`src/rtl/pipeline_sequencer_pkg.sv`:
```
// Shared types and constants for the pipeline run-control sequencer.
// The state encodings and the drain-length helper live here so the FSM and
// any tooling that decodes the state agree on one definition.
package pipeline_sequencer_pkg;

    typedef enum logic [2:0] {
        SEQ_IDLE   = 3'd0,
        SEQ_RUN    = 3'd1,
        SEQ_STEP   = 3'd2,
        SEQ_DRAIN  = 3'd3,
        SEQ_HALTED = 3'd4
    } seq_state_t;

    // Instructions still in flight behind a HALT: ID/EX through MEM/WB.
    function automatic int unsigned drain_len(input int unsigned nb_stages);
        return nb_stages - 2;
    endfunction

endpackage

```
`src/rtl/pipeline_sequencer_if.sv`:
```
// Run-control bundle between the debug/hazard units and the sequencer.
// master: debug unit + hazard unit side (drives commands, reads controls).
// slave:  the sequencer (reads commands, drives pipeline controls).
interface pipeline_sequencer_if;

    logic i_start;
    logic i_step;
    logic i_stop;
    logic i_clear;
    logic i_not_load;
    logic i_halt;
    logic o_pc_en;
    logic o_if_id_en;
    logic o_id_ex_bubble;
    logic o_back_en;
    logic o_flush;
    logic o_running;
    logic o_halted;
    logic o_step_done;

    modport master (
        output i_start, i_step, i_stop, i_clear, i_not_load, i_halt,
        input  o_pc_en, o_if_id_en, o_id_ex_bubble, o_back_en,
               o_flush, o_running, o_halted, o_step_done
    );

    modport slave (
        input  i_start, i_step, i_stop, i_clear, i_not_load, i_halt,
        output o_pc_en, o_if_id_en, o_id_ex_bubble, o_back_en,
               o_flush, o_running, o_halted, o_step_done
    );

endinterface

```
`src/rtl/pipe_seq_cycle_counter.sv`:
```
// Saturating executed-cycle counter. Clear has priority over increment;
// the count sticks at all-ones instead of wrapping.
module pipe_seq_cycle_counter #(
    parameter int unsigned NB_CYCLES = 32
) (
    input  logic                 i_clk,
    input  logic                 i_reset,
    input  logic                 i_clear,
    input  logic                 i_inc,
    output logic [NB_CYCLES-1:0] o_count
);

    // Count advancing cycles, holding at the top value.
    always_ff @(posedge i_clk) begin
        if (!i_reset) begin
            o_count <= '0;
        end else if (i_clear) begin
            o_count <= '0;
        end else if (i_inc && (o_count != '1)) begin
            o_count <= o_count + 1'b1;
        end
    end

endmodule

```
`src/rtl/pipeline_sequencer.sv`:
```
// Run-control sequencer for the 5-stage MIPS pipeline.
// Merges debug run/step/stop/clear with hazard stall/halt requests and
// drives the per-stage enables, ID/EX bubble and flush. After a HALT the
// back end drains NB_STAGES-2 cycles before reporting halted.
// Optional feature: define PIPE_SEQ_CYCLE_COUNT_EN to add o_cycle_count.
module pipeline_sequencer
    import pipeline_sequencer_pkg::*;
#(
    parameter int unsigned NB_STAGES = 5,
    parameter int unsigned NB_CYCLES = 32
) (
    input  logic                 i_clk,
    input  logic                 i_reset,
`ifdef PIPE_SEQ_CYCLE_COUNT_EN
    output logic [NB_CYCLES-1:0] o_cycle_count,
`endif
    pipeline_sequencer_if.slave  seq_if
);

    localparam int unsigned DW = $clog2(NB_STAGES);
    localparam logic [DW-1:0] DRAIN_LEN = DW'(drain_len(NB_STAGES));

    if (NB_STAGES < 3) begin : g_bad_depth
        $error("pipeline_sequencer: NB_STAGES must be at least 3");
    end

    seq_state_t    state;
    seq_state_t    state_next;
    logic [DW-1:0] drain_cnt;
    logic          drain_load;
    logic          step_done_q;

    logic pc_en;
    logic if_id_en;
    logic id_ex_bubble;
    logic back_en;
    logic flush;
    logic running;
    logic halted;

    // State register and the registered step-complete pulse.
    always_ff @(posedge i_clk) begin
        if (!i_reset) begin
            state       <= SEQ_IDLE;
            step_done_q <= 1'b0;
        end else begin
            state       <= state_next;
            step_done_q <= (state == SEQ_STEP);
        end
    end

    // Drain counter: loaded when HALT is accepted, counts down through DRAIN.
    always_ff @(posedge i_clk) begin
        if (!i_reset) begin
            drain_cnt <= '0;
        end else if (drain_load) begin
            drain_cnt <= DRAIN_LEN;
        end else if (state == SEQ_DRAIN) begin
            drain_cnt <= drain_cnt - 1'b1;
        end
    end

    // Next-state and pipeline control decode.
    always_comb begin
        state_next   = state;
        drain_load   = 1'b0;
        pc_en        = 1'b0;
        if_id_en     = 1'b0;
        id_ex_bubble = 1'b0;
        back_en      = 1'b0;
        flush        = 1'b0;
        running      = 1'b0;
        halted       = 1'b0;

        case (state)
            SEQ_IDLE: begin
                if (seq_if.i_start) begin
                    state_next = SEQ_RUN;
                end else if (seq_if.i_step) begin
                    state_next = SEQ_STEP;
                end
            end

            SEQ_RUN, SEQ_STEP: begin
                running = (state == SEQ_RUN);
                back_en = 1'b1;
                // HALT is latched into IF/ID but replaced by a bubble in
                // ID/EX, so it never reaches EX; it outranks a stall.
                if (seq_if.i_halt) begin
                    if_id_en     = 1'b1;
                    id_ex_bubble = 1'b1;
                end else if (seq_if.i_not_load) begin
                    id_ex_bubble = 1'b1;
                end else begin
                    pc_en    = 1'b1;
                    if_id_en = 1'b1;
                end

                if (seq_if.i_halt) begin
                    state_next = SEQ_DRAIN;
                    drain_load = 1'b1;
                end else if (state == SEQ_STEP || seq_if.i_stop) begin
                    state_next = SEQ_IDLE;
                end
            end

            SEQ_DRAIN: begin
                back_en      = 1'b1;
                id_ex_bubble = 1'b1;
                if (drain_cnt == DW'(1)) begin
                    state_next = SEQ_HALTED;
                end
            end

            SEQ_HALTED: begin
                halted = 1'b1;
                if (seq_if.i_clear) begin
                    flush      = 1'b1;
                    state_next = SEQ_IDLE;
                end
            end

            default: state_next = SEQ_IDLE;
        endcase
    end

    assign seq_if.o_pc_en        = pc_en;
    assign seq_if.o_if_id_en     = if_id_en;
    assign seq_if.o_id_ex_bubble = id_ex_bubble;
    assign seq_if.o_back_en      = back_en;
    assign seq_if.o_flush        = flush;
    assign seq_if.o_running      = running;
    assign seq_if.o_halted       = halted;
    assign seq_if.o_step_done    = step_done_q;

`ifdef PIPE_SEQ_CYCLE_COUNT_EN
    pipe_seq_cycle_counter #(
        .NB_CYCLES (NB_CYCLES)
    ) u_cycle_counter (
        .i_clk   (i_clk),
        .i_reset (i_reset),
        .i_clear (seq_if.i_clear),
        .i_inc   (back_en),
        .o_count (o_cycle_count)
    );
`endif

endmodule
```
`src/flat_wrapper.sv`:
```
// flat-port wrapper written by rule: the top's interface ports become plain ports
module pipeline_sequencer_flat import pipeline_sequencer_pkg::*;
#(
    parameter int unsigned NB_STAGES = 5,
    parameter int unsigned NB_CYCLES = 32
)
  (i_clk, i_reset, seq_if_i_start, seq_if_i_step, seq_if_i_stop, seq_if_i_clear, seq_if_i_not_load, seq_if_i_halt, seq_if_o_pc_en, seq_if_o_if_id_en, seq_if_o_id_ex_bubble, seq_if_o_back_en, seq_if_o_flush, seq_if_o_running, seq_if_o_halted, seq_if_o_step_done);
  pipeline_sequencer_if seq_if_i ();
  input  logic i_clk;
  input  logic i_reset;
  input wire logic [$bits(seq_if_i.i_start)-1:0] seq_if_i_start;
  input wire logic [$bits(seq_if_i.i_step)-1:0] seq_if_i_step;
  input wire logic [$bits(seq_if_i.i_stop)-1:0] seq_if_i_stop;
  input wire logic [$bits(seq_if_i.i_clear)-1:0] seq_if_i_clear;
  input wire logic [$bits(seq_if_i.i_not_load)-1:0] seq_if_i_not_load;
  input wire logic [$bits(seq_if_i.i_halt)-1:0] seq_if_i_halt;
  output wire logic [$bits(seq_if_i.o_pc_en)-1:0] seq_if_o_pc_en;
  output wire logic [$bits(seq_if_i.o_if_id_en)-1:0] seq_if_o_if_id_en;
  output wire logic [$bits(seq_if_i.o_id_ex_bubble)-1:0] seq_if_o_id_ex_bubble;
  output wire logic [$bits(seq_if_i.o_back_en)-1:0] seq_if_o_back_en;
  output wire logic [$bits(seq_if_i.o_flush)-1:0] seq_if_o_flush;
  output wire logic [$bits(seq_if_i.o_running)-1:0] seq_if_o_running;
  output wire logic [$bits(seq_if_i.o_halted)-1:0] seq_if_o_halted;
  output wire logic [$bits(seq_if_i.o_step_done)-1:0] seq_if_o_step_done;
  assign seq_if_i.i_start = seq_if_i_start;
  assign seq_if_i.i_step = seq_if_i_step;
  assign seq_if_i.i_stop = seq_if_i_stop;
  assign seq_if_i.i_clear = seq_if_i_clear;
  assign seq_if_i.i_not_load = seq_if_i_not_load;
  assign seq_if_i.i_halt = seq_if_i_halt;
  assign seq_if_o_pc_en = seq_if_i.o_pc_en;
  assign seq_if_o_if_id_en = seq_if_i.o_if_id_en;
  assign seq_if_o_id_ex_bubble = seq_if_i.o_id_ex_bubble;
  assign seq_if_o_back_en = seq_if_i.o_back_en;
  assign seq_if_o_flush = seq_if_i.o_flush;
  assign seq_if_o_running = seq_if_i.o_running;
  assign seq_if_o_halted = seq_if_i.o_halted;
  assign seq_if_o_step_done = seq_if_i.o_step_done;
  pipeline_sequencer #(.NB_STAGES(NB_STAGES), .NB_CYCLES(NB_CYCLES)) u_core (.i_clk(i_clk), .i_reset(i_reset), .seq_if(seq_if_i));
endmodule
```
`config.mk`:
```
export PLATFORM = sky130hd
export DESIGN_NAME = pipeline_sequencer_flat
export DESIGN_NICKNAME = d
export VERILOG_FILES = /design/src/rtl/pipeline_sequencer_pkg.sv /design/src/rtl/pipeline_sequencer_if.sv /design/src/rtl/pipe_seq_cycle_counter.sv /design/src/rtl/pipeline_sequencer.sv /design/src/flat_wrapper.sv
export SDC_FILE = /design/constraint.sdc
export NUM_CORES = 1
export LEC_CHECK = 0
export CORE_UTILIZATION = 30
export DETAILED_ROUTE_END_ITERATION = 12
export GPL_ROUTABILITY_DRIVEN = 0
export SLEW_MARGIN = 15
export SYNTH_ARGS = -nofsm -noshare
export SYNTH_HDL_FRONTEND = slang
export SYNTH_SLANG_ARGS = --single-unit
```
`constraint.sdc`:
```
create_clock -name i_clk -period 1.3 [get_ports i_clk]
set_input_delay 0.195 -clock i_clk [delete_from_list [all_inputs] [get_ports i_clk]]
set_output_delay 0.195 -clock i_clk [all_outputs]
set_load 0.005 [all_outputs]
```
== Word level (Yosys, flattened, before mapping) ==
Index checks and enable logic that the tools add are counted.

* Register bits after elaboration: 7
* Bits in latches: 0
* Memory bits (writable): 0
* ROM bits: 0
* Input bits: 8
* Output and inout bits: 8
* Word-level logic and storage cells: 46
* Memories: 0

* Add/sub/neg operators: 1
* $mul: 0
* Div/mod/pow operators: 0
* Magnitude comparators: 0
* Equality and inequality tests: 9
* Shift operators: 0
* Muxes and demuxes: 24
* Bitwise operators: 1
* Reduce and logical (&&, ||, !) cells: 7

{| class="wikitable"
|+ Operator list
! operator !! number
|-
| $mux W3 || 6
|-
| $mux W1 || 14
|-
| $pmux W3 S4 || 1
|-
| $eq A3 B1 Y1 const B || 2
|-
| $eq A3 B2 Y1 const B || 2
|-
| $mux W2 || 2
|-
| $ne A2 B2 Y1 const B || 2
|-
| $reduce_and A4 Y1 || 1
|-
| $reduce_or A2 Y1 || 2
|-
| $eq A3 B3 Y1 const B || 1
|-
| $logic_not A3 Y1 || 1
|-
| $ne A3 B2 Y1 const B || 1
|-
| $ne A3 B3 Y1 const B || 1
|-
| $reduce_or A3 Y1 || 1
|-
| $sub A3 B1 Y3 const B || 1
|-
| $pmux W1 S2 || 1
|-
| $reduce_bool A2 Y1 || 1
|-
| $logic_or A1 B1 Y1 || 1
|-
| $not A1 Y1 || 1
|}

== Longest topological paths before layout ==
* Depth in word-level cells: 5
* Mapped depth: 5
* Gate-level depth less buffers: 5

== Worst setup path before layout ==
Ideal clock, no wire load.

* Path type: register to register
* Start: reg u_core.state[0]
* End: reg u_core.state[1]
* Library setup time: 0.072 ns
* Data arrival time: 1.155 ns
* Required time: 1.228 ns
* Setup slack: 0.073 ns
* Stages on the path, launching flop included: 6
* Cell sequence: dfxtp_1 -> buf_6 -> nor2_2 -> a22o_1 -> a221oi_4 -> mux2i_1

* Cells in the longest elaborated chain, start to end: 4

{| class="wikitable"
|+ RTL lines
! element !! line !! source
|-
| start, declared || pipeline_sequencer.sv:27 || <nowiki>seq_state_t state;</nowiki>
|-
| start signal, assigned || pipeline_sequencer.sv:47 || <nowiki>state <= state_next;</nowiki>
|-
| $eq A3 B2 Y1 or $eq A3 B1 Y1 (tied branches) || pipeline_sequencer.sv:75, pipeline_sequencer.sv:102 ||
|-
| $reduce_or A2 Y1 or $logic_or A1 B1 Y1 (tied branches) || pipeline_sequencer.sv:75, pipeline_sequencer.sv:102 ||
|-
| $ne A3 B2 Y1 (no source line) || - ||
|-
| $reduce_and A4 Y1 (no source line) || - ||
|}

Several ways; a longest one is shown, not always the timed one.
A chain may end at the register's enable or synchronous reset.

== Worst setup path after layout ==
* Start: reg u_core.state[0]
* End: out seq_if_o_pc_en

* Cells in the longest elaborated chain, start to end: 3

{| class="wikitable"
|+ RTL lines
! element !! line !! source
|-
| $eq A3 B2 Y1 or $eq A3 B1 Y1 (tied branches) || pipeline_sequencer.sv:75 || <nowiki>case (state)</nowiki>
|-
| $reduce_or A2 Y1 (*) || pipeline_sequencer.sv:75 ||
|-
| $mux W1 (*) || pipeline_sequencer.sv:75 ||
|-
| end, declared || flat_wrapper.sv:17 || <nowiki>output wire logic [$bits(seq_if_i.o_pc_en)-1:0] seq_if_o_pc_en;</nowiki>
|}

Mark *: on every way between the ends. The rest lies on a longest branch, timed or not.

==> flow_metrics.py <==
metrics = {
    "drt": {
        "wl_met2_um": 728,
        "met3_length_um": 74,
        "remaining_drc_errors": 4,
        "wl_um": 1420,
        "first_pass_iters": 8,
        "drtAntennaViolNets": 0,
        "viasPerCell": 4.82,
        "highest_layer": "met3",
        "avgRoutedWirePerCell_um": 11.8,
        "num_vias": 578,
        "drt_iter0_drc": 7,
        "wl_met1_um": 615,
    },
    "worst_setup_path": {
        "end_kind": "output pin",
        "cp_num_buf_inv": 2,
        "worstPathRequired_ps": 1110,
        "cp_slowest_stage_delay_ps": 370,
        "worstSetupPathType": "flop to output pin",
        "critPathLaunch": "u_core.state[0]",
        "path_delay_family": "flip-flops",
        "critPathSlowestCell": "dfxtp_4",
        "worstPathArrival_ps": 1270,
        "crit_fanout": 4,
        "crit_path_cell_trace": "xor2_1 -> nand2b_1 -> buf_6 -> nor3_2 -> buf_2",
        "start_kind": "flop",
        "timing.rr.start": "u_core.state[0]",
    },
    "yosys": {
        "async_flop_share_pct": 0,
        "yosysWarnings": 0,
        "synth_ff_type": "dfxtp_1",
        "netlist.area_leader.share_pct": 27.0,
        "synth_commonest_cells": "dfxtp_1, a21oi_1, inv_1",
        "synth_top_cell_by_area": "dfxtp_1",
        "ys_seq_area_share_pct": 27.0,
        "synth_most_common_cell": "dfxtp_1",
        "synth_nets": 74,
        "syn_inst": 64,
        "synth_area_um2": 519,
        "yosysUniqueCellTypes": 32,
        "synth_area_leaders": "dfxtp_1, a221oi_4, a21oi_1",
        "postSynthAreaPerCell_um2": 8.11,
        "synth-edff-count": 0,
        "ys_ff_latch": 7,
    },
    "run": {
        "cap_viol_max_count": 0,
    },
    "clock_network": {
        "cts_tree": "built",
        "insertion_delay_ps": 240,
        "clockBufferDepth": 2,
        "cts_sinks": 7,
        "htreeDepth": 1,
        "cts_buffers": 3,
        "path_clk_slew_ps": 50,
        "root_buffer": "clkbuf_4",
    },
    "grt": {
        "overflow": 0,
        "antenna_found_initial": 0,
        "grt_pass1_wl_um": 2260,
        "grt_pass1_vias": 563,
        "grt_max_degree": 8,
        "track_usage_pct": 16.0,
    },
    "sta": {
        "maxSlewHeadroom_pct": 77.7,
        "clock_skew_ps": 2.54,
        "maxSlewViolCount": 0,
        "rsz0062_at_grt": "yes",
        "finalHoldViolCount": 0,
        "fmax_ghz": 0.683,
        "fin_crit_sh_pct": 113,
        "setup_tns_ps": -657,
        "fin_hold_ws_ps": 540,
        "post-route-min-period_ps": 1460,
        "worst_slew_pin_slew_ps": 332,
        "setup_slack_ps": -164,
        "setup_viol": 7,
    },
    "worst_hold_path": {
        "hp-class": "flop to flop",
        "holdCritStartpoint": "u_core.drain_cnt[1]",
    },
    "floorplan": {
        "die_h_um": 43.6,
        "start_util_pct": 33.3,
        "dieWidth_um": 43.6,
        "die-area_um2": 1900,
        "rows": 14,
        "ios": 16,
        "core_um2": 1560,
    },
    "layout": {
        "nets": 115,
        "drive_above_1_share_pct": 46.2,
        "n_antenna_cell": 0,
        "finish.utilization_pct": 57.2,
        "areaGrowthSynthToFinish_pct": 71.8,
        "fin_cells": 120,
    },
    "power": {
        "ir_worst_vdd_uv": 688,
        "power_leakage_nw": 0.423,
        "power_density_nw_per_um2": 1330,
    },
    "status": {
        "status": "finished, violations left",
        "failed_checks": "DRC, setup timing",
    },
    "placed_design": {
        "place_hpwl_um": 998,
        "dp_cells": 108,
        "io_buffer_count": 15,
    },
}
## state kept, by name, indices dropped and copies added (netlist names)
register	flops
u_core.drain_cnt	3
u_core.seq_if.o_step_done	1
u_core.state	3
## layout make-up
cell class | instances | area (um2)
tap | 16 | 20.0
multi-input combinational | 49 | 363
clock buffer | 4 | 26.3
sequential | 7 | 149
inverter | 5 | 21.3
timing repair buffer | 39 | 313
fill | 145 | 667
## final timing paths
kind / to / slack, ps / cells past startpoint
min: u_core.drain_cnt[1] / 540 / 2
max: seq_if_o_pc_en / -160 / 5
min reg2reg: u_core.drain_cnt[1] / 540 / 2
max reg2reg: u_core.state[1] / -100 / 5
## report_power, final
part | total, mW | switching (mW) | internal [mW] | leakage [nW]
Clock | 0.194 | 0.0768 | 0.117 | 0.0150
Combinational | 0.703 | 0.294 | 0.409 | 0.349
Sequential | 0.290 | 0.0294 | 0.261 | 0.0591
## cells in the final DEF, fill, tap and decap left out, types with 2 or more instances in the layout
cell	instances
nand3_1	2
nor3_1	2
buf_2	7
xnor2_1	2
and2_1	2
buf_6	5
nor2_1	3
a21boi_1	2
clkbuf_4	3
clkdlybuf4s50_1	7
a21oi_1	4
inv_1	4
mux2i_1	2
ha_1	2
and3_1	2
buf_4	19
a21oi_2	2
nand2b_1	2
dfxtp_1	4
nand2_1	4
dfxtp_4	2
## cell families (layout without fill, tap and decap cells)
logic type | count (synthesis) | after routing | synth area share (%)
multiplexers | 2 | 2 | 3.86
AND/OR/NAND/NOR | 27 | 27 | 28.2
flip-flops | 7 | 7 | 27.0
AO/OA/AOI/OAI | 15 | 15 | 22.2
adder cells (fa/ha/maj) | 2 | 2 | 4.82
buffers and inverters | 8 | 48 | 8.91
XOR/XNOR | 3 | 3 | 5.06
## tightest hold or removal path: stages, from the launching register on
cell,delay [ps]
dfxtp_1,310
a21oi_1,110
a21boi_0,80
## per-layer routing
metal | global-route usage [%] | vias to the layer above
met4 | 5.63 | 0
met1 | 19.5 | 261
met2 | 28.7 | 15
met5 | 0 | -
li1 | - | 302
met3 | 1.67 | 0
## per-stage QoR
stage               worst slack [ps]  cell area [um2]  power (mW)
finish                          -164              892        1.19
global route                    -229              892        1.27
CTS                             -109              878        1.16
detailed placement              -398              782       0.846
global placement                -368              782       0.838
floorplan                       73.2              519       0.579
## repair_timing
| action | CTS | global route |
|---|---|---|
| setup endpoints to repair | 9 | 12 |
| pin swaps | 5 | 1 |
| setup buffers | 7 | 1 |
| gates resized for setup | 46 | 4 |
| hold buffers | 0 | 0 |
Note: power is estimated with default switching activity, not from simulation.
